[config.mk]
export PLATFORM = sky130hd
export DESIGN_NAME = dcache_ctrl
export DESIGN_NICKNAME = d
export VERILOG_FILES = /design/src/rtl/dcache_ctrl.sv
export SDC_FILE = /design/constraint.sdc
export NUM_CORES = 2
export LEC_CHECK = 0
export CORE_MARGIN = 10
export CORE_UTILIZATION = 25
export CTS_CLUSTER_DIAMETER = 200
export DETAILED_ROUTE_END_ITERATION = 10
export PLACE_DENSITY = 0.46
export SLEW_MARGIN = 20
export SYNTH_ARGS = -nofsm -noshare
export SYNTH_HDL_FRONTEND = slang
export SYNTH_SLANG_ARGS = --single-unit
[constraint.sdc]
create_clock -name clk -period 7.6 [get_ports clk]
set_input_delay 1.52 -clock clk [delete_from_list [all_inputs] [get_ports clk]]
set_output_delay 1.52 -clock clk [all_outputs]
set_load 0.01 [all_outputs]
[src/rtl/dcache_ctrl.sv]
// Direct-mapped write-back / write-allocate D-cache controller, one 64-bit word per line.
// Owns the data array and valid bits; the external tag array supplies hit/dirty/victim tag.
module dcache_ctrl #(
  parameter int unsigned TAG_LEN = 23,
  parameter int unsigned IDX_LEN = 6,
  parameter int unsigned TAG_NUM = 64
) (
  input  logic               clk,
  input  logic               rst_n,
  input  logic               cpu_valid_i,
  output logic               cpu_ready_o,
  input  logic [31:0]        cpu_addr_i,
  input  logic               cpu_we_i,
  input  logic [63:0]        cpu_wdata_i,
  input  logic [7:0]         cpu_wstrb_i,
  output logic               cpu_rvalid_o,
  output logic [63:0]        cpu_rdata_o,
  output logic [TAG_LEN-1:0] tag_o,
  output logic [IDX_LEN-1:0] index_o,
  output logic               tag_we_o,
  output logic               dirty_wr_o,
  input  logic               tag_hit_i,
  input  logic               dirty_i,
  input  logic [TAG_LEN-1:0] tag_rd_i,
  output logic               mem_req_valid_o,
  input  logic               mem_req_ready_i,
  output logic               mem_we_o,
  output logic [31:0]        mem_addr_o,
  output logic [63:0]        mem_wdata_o,
  input  logic               mem_rvalid_i,
  input  logic [63:0]        mem_rdata_i
);

  localparam int unsigned DW = 64;
  localparam int unsigned SW = DW / 8;

  typedef enum logic [2:0] {IDLE, CMP, WB, RF, RF_WAIT} state_e;

  state_e               state_q, state_d;
  logic [31:3]          addr_q, addr_d;
  logic                 we_q, we_d;
  logic [DW-1:0]        wdata_q, wdata_d;
  logic [SW-1:0]        wstrb_q, wstrb_d;
  logic                 ready_q, ready_d;
  logic                 rvalid_q, rvalid_d;
  logic [DW-1:0]        rdata_q, rdata_d;
  logic                 mem_valid_q, mem_valid_d;
  logic                 mem_we_q, mem_we_d;
  logic [31:0]          mem_addr_q, mem_addr_d;
  logic [DW-1:0]        mem_wdata_q, mem_wdata_d;
  logic [TAG_NUM-1:0]   valid_q, valid_d;
  logic [DW-1:0]        data_q [TAG_NUM];

  logic [IDX_LEN-1:0]   index;
  logic [TAG_LEN-1:0]   tag;
  logic [DW-1:0]        line;
  logic [DW-1:0]        merged;
  logic                 hit;
  logic                 data_we;
  logic [DW-1:0]        data_wd;
  logic                 tag_we_c;
  logic                 dirty_wr_c;
  logic                 unused_addr_bits;

  assign unused_addr_bits = ^cpu_addr_i[2:0];

  assign index = addr_q[IDX_LEN+2:3];
  assign tag   = addr_q[31 -: TAG_LEN];
  assign line  = data_q[index];
  // The tag array resets to tag 0, so a tag match alone is not a hit.
  assign hit   = tag_hit_i & valid_q[index];

  always_comb begin
    merged = line;
    for (int b = 0; b < int'(SW); b++) begin
      if (wstrb_q[b]) merged[b*8 +: 8] = wdata_q[b*8 +: 8];
    end
  end

  always_comb begin
    state_d     = state_q;
    addr_d      = addr_q;
    we_d        = we_q;
    wdata_d     = wdata_q;
    wstrb_d     = wstrb_q;
    rvalid_d    = 1'b0;
    rdata_d     = rdata_q;
    mem_valid_d = mem_valid_q;
    mem_we_d    = mem_we_q;
    mem_addr_d  = mem_addr_q;
    mem_wdata_d = mem_wdata_q;
    valid_d     = valid_q;
    data_we     = 1'b0;
    data_wd     = line;
    tag_we_c    = 1'b0;
    dirty_wr_c  = 1'b0;
    unique case (state_q)
      IDLE: begin
        if (cpu_valid_i && ready_q) begin
          addr_d  = cpu_addr_i[31:3];
          we_d    = cpu_we_i;
          wdata_d = cpu_wdata_i;
          wstrb_d = cpu_wstrb_i;
          state_d = CMP;
        end
      end
      CMP: begin
        if (hit) begin
          rvalid_d = 1'b1;
          state_d  = IDLE;
          if (we_q) begin
            data_we    = 1'b1;
            data_wd    = merged;
            tag_we_c   = 1'b1;
            dirty_wr_c = 1'b1;
          end else begin
            rdata_d = line;
          end
        end else if (valid_q[index] && dirty_i) begin
          // Victim address and data captured here so they stay stable through WB.
          state_d     = WB;
          mem_valid_d = 1'b1;
          mem_we_d    = 1'b1;
          mem_addr_d  = 32'({tag_rd_i, index, 3'b000});
          mem_wdata_d = line;
        end else begin
          state_d     = RF;
          mem_valid_d = 1'b1;
          mem_we_d    = 1'b0;
          mem_addr_d  = 32'({tag, index, 3'b000});
        end
      end
      WB: begin
        if (mem_req_ready_i) begin
          state_d    = RF;
          mem_we_d   = 1'b0;
          mem_addr_d = 32'({tag, index, 3'b000});
        end
      end
      RF: begin
        if (mem_req_ready_i) begin
          state_d     = RF_WAIT;
          mem_valid_d = 1'b0;
        end
      end
      RF_WAIT: begin
        if (mem_rvalid_i) begin
          data_we        = 1'b1;
          data_wd        = mem_rdata_i;
          valid_d[index] = 1'b1;
          tag_we_c       = 1'b1;
          dirty_wr_c     = 1'b0;
          state_d        = CMP;
        end
      end
      default: state_d = IDLE;
    endcase
    ready_d = (state_d == IDLE);
  end

  always_ff @(posedge clk) begin
    if (!rst_n) begin
      state_q     <= IDLE;
      addr_q      <= '0;
      we_q        <= 1'b0;
      wdata_q     <= '0;
      wstrb_q     <= '0;
      ready_q     <= 1'b1;
      rvalid_q    <= 1'b0;
      rdata_q     <= '0;
      mem_valid_q <= 1'b0;
      mem_we_q    <= 1'b0;
      mem_addr_q  <= '0;
      mem_wdata_q <= '0;
      valid_q     <= '0;
    end else begin
      state_q     <= state_d;
      addr_q      <= addr_d;
      we_q        <= we_d;
      wdata_q     <= wdata_d;
      wstrb_q     <= wstrb_d;
      ready_q     <= ready_d;
      rvalid_q    <= rvalid_d;
      rdata_q     <= rdata_d;
      mem_valid_q <= mem_valid_d;
      mem_we_q    <= mem_we_d;
      mem_addr_q  <= mem_addr_d;
      mem_wdata_q <= mem_wdata_d;
      valid_q     <= valid_d;
    end
  end

  // Data array is not cleared by reset; valid bits guard it.
  always_ff @(posedge clk) begin
    if (rst_n && data_we) data_q[index] <= data_wd;
  end

  assign cpu_ready_o     = ready_q;
  assign cpu_rvalid_o    = rvalid_q;
  assign cpu_rdata_o     = rdata_q;
  assign tag_o           = tag;
  assign index_o         = index;
  assign tag_we_o        = tag_we_c;
  assign dirty_wr_o      = dirty_wr_c;
  assign mem_req_valid_o = mem_valid_q;
  assign mem_we_o        = mem_we_q;
  assign mem_addr_o      = mem_addr_q;
  assign mem_wdata_o     = mem_wdata_q;

endmodule
Word-level counts from Yosys, hierarchy flattened
Memory sizes are Yosys's and may differ from the RTL's. A register that Yosys moved wholly into a read port is not among the register bits.
Index checks and enable logic that the tools add are counted.
Storage, ports and cells
  bits in registers: 333
  bits in writable memories: 4096
  input bits: 199
  logic and storage cells: 85
  memories kept: 1
Memories
  data_q: words 64, bits a word 64, read ports 1, clocked after memory_dff 1, wr ports 1, line 52  | logic [DW-1:0] data_q [TAG_NUM];
Operators by class
  order comparisons: 2
  eq/ne operators: 7
  muxes and demuxes: 43
  bitwise logic cells: 4
  reduce and logical (&&, ||, !) cells: 15
Operators by type and width (count)
  two-way mux 64 bit: 3
  one-hot mux 64 bit (2 select lines): 1
  two-way mux 32 bit: 3
  two-way mux 8 bit: 8
  bitwise OR 64 bit: 1
  one-hot mux 32 bit (2 select lines): 1
  one-hot mux 3 bit (5 select lines): 1
  two-way mux 1 bit: 14
  two-way mux 3 bit: 4
  two-way mux 6 bit: 2
  AND reduction 3 bit: 4
  < comparator 6 x 7 -> 1 bit, second input constant: 1
  binary-select mux 1 bit (select 6 bit): 1
  demux 1 bit (select 6 bit): 1
  equality test 3 x 2 -> 1 bit, second input constant: 2
  greater-or-equal comparator 6 x 1 -> 1 bit, second input constant: 1
  zero test 3 bit: 2
  != test 2 bit, second input constant: 3
  one-hot mux 1 bit (2 select lines): 3
  AND reduction 2 bit: 3
  logical AND 1 bit: 4
  nonzero test 2 bit: 2
  equality test 3 x 1 -> 1 bit, second input constant: 1
  equality test 3 bit, second input constant: 1
  3 further kinds: 4

Longest topological paths before layout
  depth in word-level cells: 8
  gate-level depth with buffers: 12

Least setup slack after synthesis
No wires, ideal clock.
  path type: input -> register
  start: in mem_rvalid_i
  end: mem data_q[56][0] (enable)
  setup time: 487 ps
  arrival: 5331 ps
  slack: 1782 ps
  stages: 5
  buffers on the path: 2
  cell sequence: and3_1 buf_1 clkbuf_1 o211ai_2 nor2_1
On the way
  cells in the longest elaborated chain, start to end: 5
RTL lines
  start, declared: line 30  | input logic mem_rvalid_i,
  two-way mux 1 bit: line 147  | if (mem_rvalid_i) begin
  one-hot mux 1 bit (2 select lines): line 97  | unique case (state_q)
  logical AND 1 bit: line 195  | if (rst_n && data_we) data_q[index] <= data_wd;
  two-way mux 1 bit: line 195
  two-way mux 1 bit (not written as such): line 195
  end, declared: line 52
Every way passes these cells.

Final worst setup path
  start: reg addr_q[3] in the netlist's numbering
  end: out tag_we_o
On the way
  cells in the longest elaborated chain, start to end: 5
RTL lines
  start, declared: line 40  | logic [31:3] addr_q, addr_d;
  start signal, assigned: line 178  | addr_q <= addr_d;
  binary-select mux 1 bit (select 6 bit): line 71  | assign hit = tag_hit_i & valid_q[index];
  two-way mux 1 bit (not written as such): line 71
  AND 1 bit: line 71
  two-way mux 1 bit: line 108  | if (hit) begin
  one-hot mux 1 bit (2 select lines): line 97
  end, declared: line 20  | output logic tag_we_o,
Every way passes these cells. The select of a mux whose other input is x is not followed.

==> key figures <==
Timing
  • Worst-Margin Slew: 1.208 ns
  • Relative slew slack: 0.1945
  • Setup Skew: 0.1122 ns
  • Max Clk Rate: 149.0 MHz
  • Final TNS setup: 0 ns
  • Worst setup margin: 0.8888 ns
  • Tcrit/Tclk final: 0.8831
  • Final setup fails: 0
  • Final hold vios: 0
  • RSZ-0062 raised after global routing: no
  • Max Transition Viols Final: 0
  • Minimum clock period: 6.711 ns
  • WHS: 0.4548 ns

Layout
  • Area grow syn2layout: 20.42%
  • Nets: 8,515
  • Most common cell after layout, fill and taps aside: edfxtp_1
  • Commonest cells after routing, fill and taps aside: edfxtp_1, mux4_2, clkbuf_16
  • Share of cells above drive strength 1: 0.2826
  • Filler instances: 64,890
  • Post-route insts no fill: 17,670

Logic synthesis
  • Prevailing post-synth register cell: edfxtp_1
  • Syn Area/Cell: 22.23 sq um
  • Syn Inst Count: 7,592
  • Post-Syn Area: 168,800 sq um
  • Post-synthesis mux area share: 0.1819
  • Main combinational cell family by area after synthesis: multiplexers
  • Synth Register Bits: 4,432
  • Number of synthesized flops with an enable pin: 4,096
  • Netlist cell types: 48
  • Register area share after synthesis: 0.7685
  • Synth Area in Compound Gates: 0.02116
  • Yosys Warn Count: 0
  • Synth Area in XOR/XNOR: 0.00005189
  • FFs w/ async S/R, synth: 0
  • Synth Area in Adders: 0
  • Synth Area in Simple Gates: 0.01548

Worst setup path
  • CP endpoint kind: output pin
  • Crit Path Max Fanout: 20
  • Startpoint types: flop
  • Crit path kind: reg2out
  • Data required, critical path: 6.08 ns
  • Reg2Reg Setup Slack: 2.08 ns
  • WP data arrival: 5.19 ns

Route
  • Wire length per cell: 30.69 um
  • Iter 0 DRT Violations: 10,190
  • Post-DRT Antenna Nets: 0
  • Vias: 84,190
  • Vias/cell: 4.765
  • Routed WL: 542,300 um
  • DR pass1 iterations: 5
  • DR DRC count: 0

CTS
  • TritonCTS clock tree: done
  • Clk_lat worst skew: 1.04 ns
  • H-tree levels: 5
  • Hold buffer count at cts: 0
  • Clock Path Buffers: 4
  • Root buffer cell: clkbuf_16
  • Total CTS buffers: 474
  • CTS Sinks: 4,432
  • Post_cts resized: 0
  • Post-CTS Setup Bufs: 0
  • Clk slew on worst S/H paths: 0.06 ns

GRT
  • Gr ovfl total: 0
  • Initial antenna violation count: 38
  • Largest net degree at the start of global routing: 144
  • Vias in the first global route: 86,600
  • First-pass GRT wire length: 735,300 um
  • GRT Util Overall: 0.1482

Power
  • Final Power: 66.57 mW
  • Leak: 61.64 nW
  • Power density over the cells: 327.5 nW/um^2
  • IR Drop Worst-Case VDD: 211.7 uV

Floorplanning
  • Die H: 841.7 um
  • Starting Density: 0.2510
  • Site row count: 301
  • Total Die Area: 708,500 sq um
  • I/O Pins: 394
  • CORE AREA: 672,600 sq um
  • Die X-Extent: 841.7 um

Placement
  • Pre-CTS WS: 1.853 ns
  • Placed cell count: 16,750
  • Gp weighted congestion: 0.7502
  • Dpl hpwl: 292,800 um
  • IO buf count: 387

Worst hold path
  • Worst Hold Class: reg2reg

Run
  • Max-cap violations: 0

Status
  • Status: complete, no violations
cell type report:
cell class              instances  area [sq um]  area share
diodes                         15         37.54   0.0001847
clock inverters               254          2703     0.01330
well taps                    8938         11180     0.05502
repair buffers                709          8327     0.04097
flip-flops and latches       4432        129700      0.6383
clock buffers                 622         12710     0.06255
inverters                      68         262.8    0.001293
multi-input cells            2631         38280      0.1883
cells in the mapped netlist, types with 16 or more instances:
master / number / share of area
a21oi_1: 167 / 0.0050
nand3_1: 21 / 0.00062
nand2_1: 289 / 0.0064
mux2i_1: 170 / 0.010
nor2_1: 305 / 0.0068
a22oi_1: 134 / 0.0060
a211oi_2: 20 / 0.0015
a32oi_1: 64 / 0.0033
inv_1: 68 / 0.0015
dfxtp_1: 336 / 0.040
buf_1: 132 / 0.0029
edfxtp_1: 4096 / 0.73
a31oi_1: 17 / 0.00063
mux4_2: 1287 / 0.17
buf_4: 24 / 0.0011
clkbuf_1: 283 / 0.0063
o21ai_1: 60 / 0.0018
nor2b_1: 16 / 0.00059
final timing paths:
| path | startpoint | end | cells after the start |
|---|---|---|---|
| max | addr_q[3] | tag_we_o | 8 |
| min | wdata_q[46] | wdata_q[46] | 2 |
| max reg2reg | addr_q[3] | data_q[48][12] | 10 |
| min reg2reg | wdata_q[46] | wdata_q[46] | 2 |
worst max-delay path, cell delays in order, from the launching register on:
cell	delay (ns)
dfxtp_1	0.94
buf_4	0.31
mux4_2	0.53
mux2_2	0.28
nand3_1	0.14
o2111ai_4	0.34
o2111a_4	0.55
or2_1	0.47
clkdlybuf4s50_1	0.61
per-stage QoR:
step                cell area, sq um    util
floorplan                     168800       -
global placement              186500  0.2773
detailed placement            187000  0.2780
CTS                           202400  0.3009
global route                  203200  0.3021
finish                        203300  0.3022
layer usage:
layer | GRT usage | wire [um] | up-vias
li1 | - | - | 33480
met1 | 0.2057 | 233000 | 46750
met2 | 0.2389 | 256000 | 3272
met3 | 0.02668 | 38610 | 691
met4 | 0.04049 | 14750 | 0
met5 | 0 | 0 | -
flip-flops by register name, indices dropped and copies added (netlist names), named ones only:
name,cells
addr_q,29
cpu_rdata_o,64
cpu_ready_o,1
cpu_rvalid_o,1
data_q,4096
mem_addr_o,29
mem_req_valid_o,1
mem_wdata_o,64
mem_we_o,1
state_q,3
valid_q,64
wdata_q,64
we_q,1
wstrb_q,8
power breakdown:
| part | internal [mW] | switching [mW] |
|---|---|---|
| registers | 30.9 | 0.361 |
| clock network | 13.1 | 9.81 |
| logic | 4.37 | 8.09 |
| total | 48.3 | 18.3 |
cells by family after synthesis:
| kind of cell | after synthesis |
|---|---|
| xor+xnor | 1 |
| compound gates | 509 |
| simple gates | 660 |
| other cells | 1 |
| mux | 1458 |
| flops | 4432 |
| buf+inv | 531 |
Power figures use the tool's default switching activity.
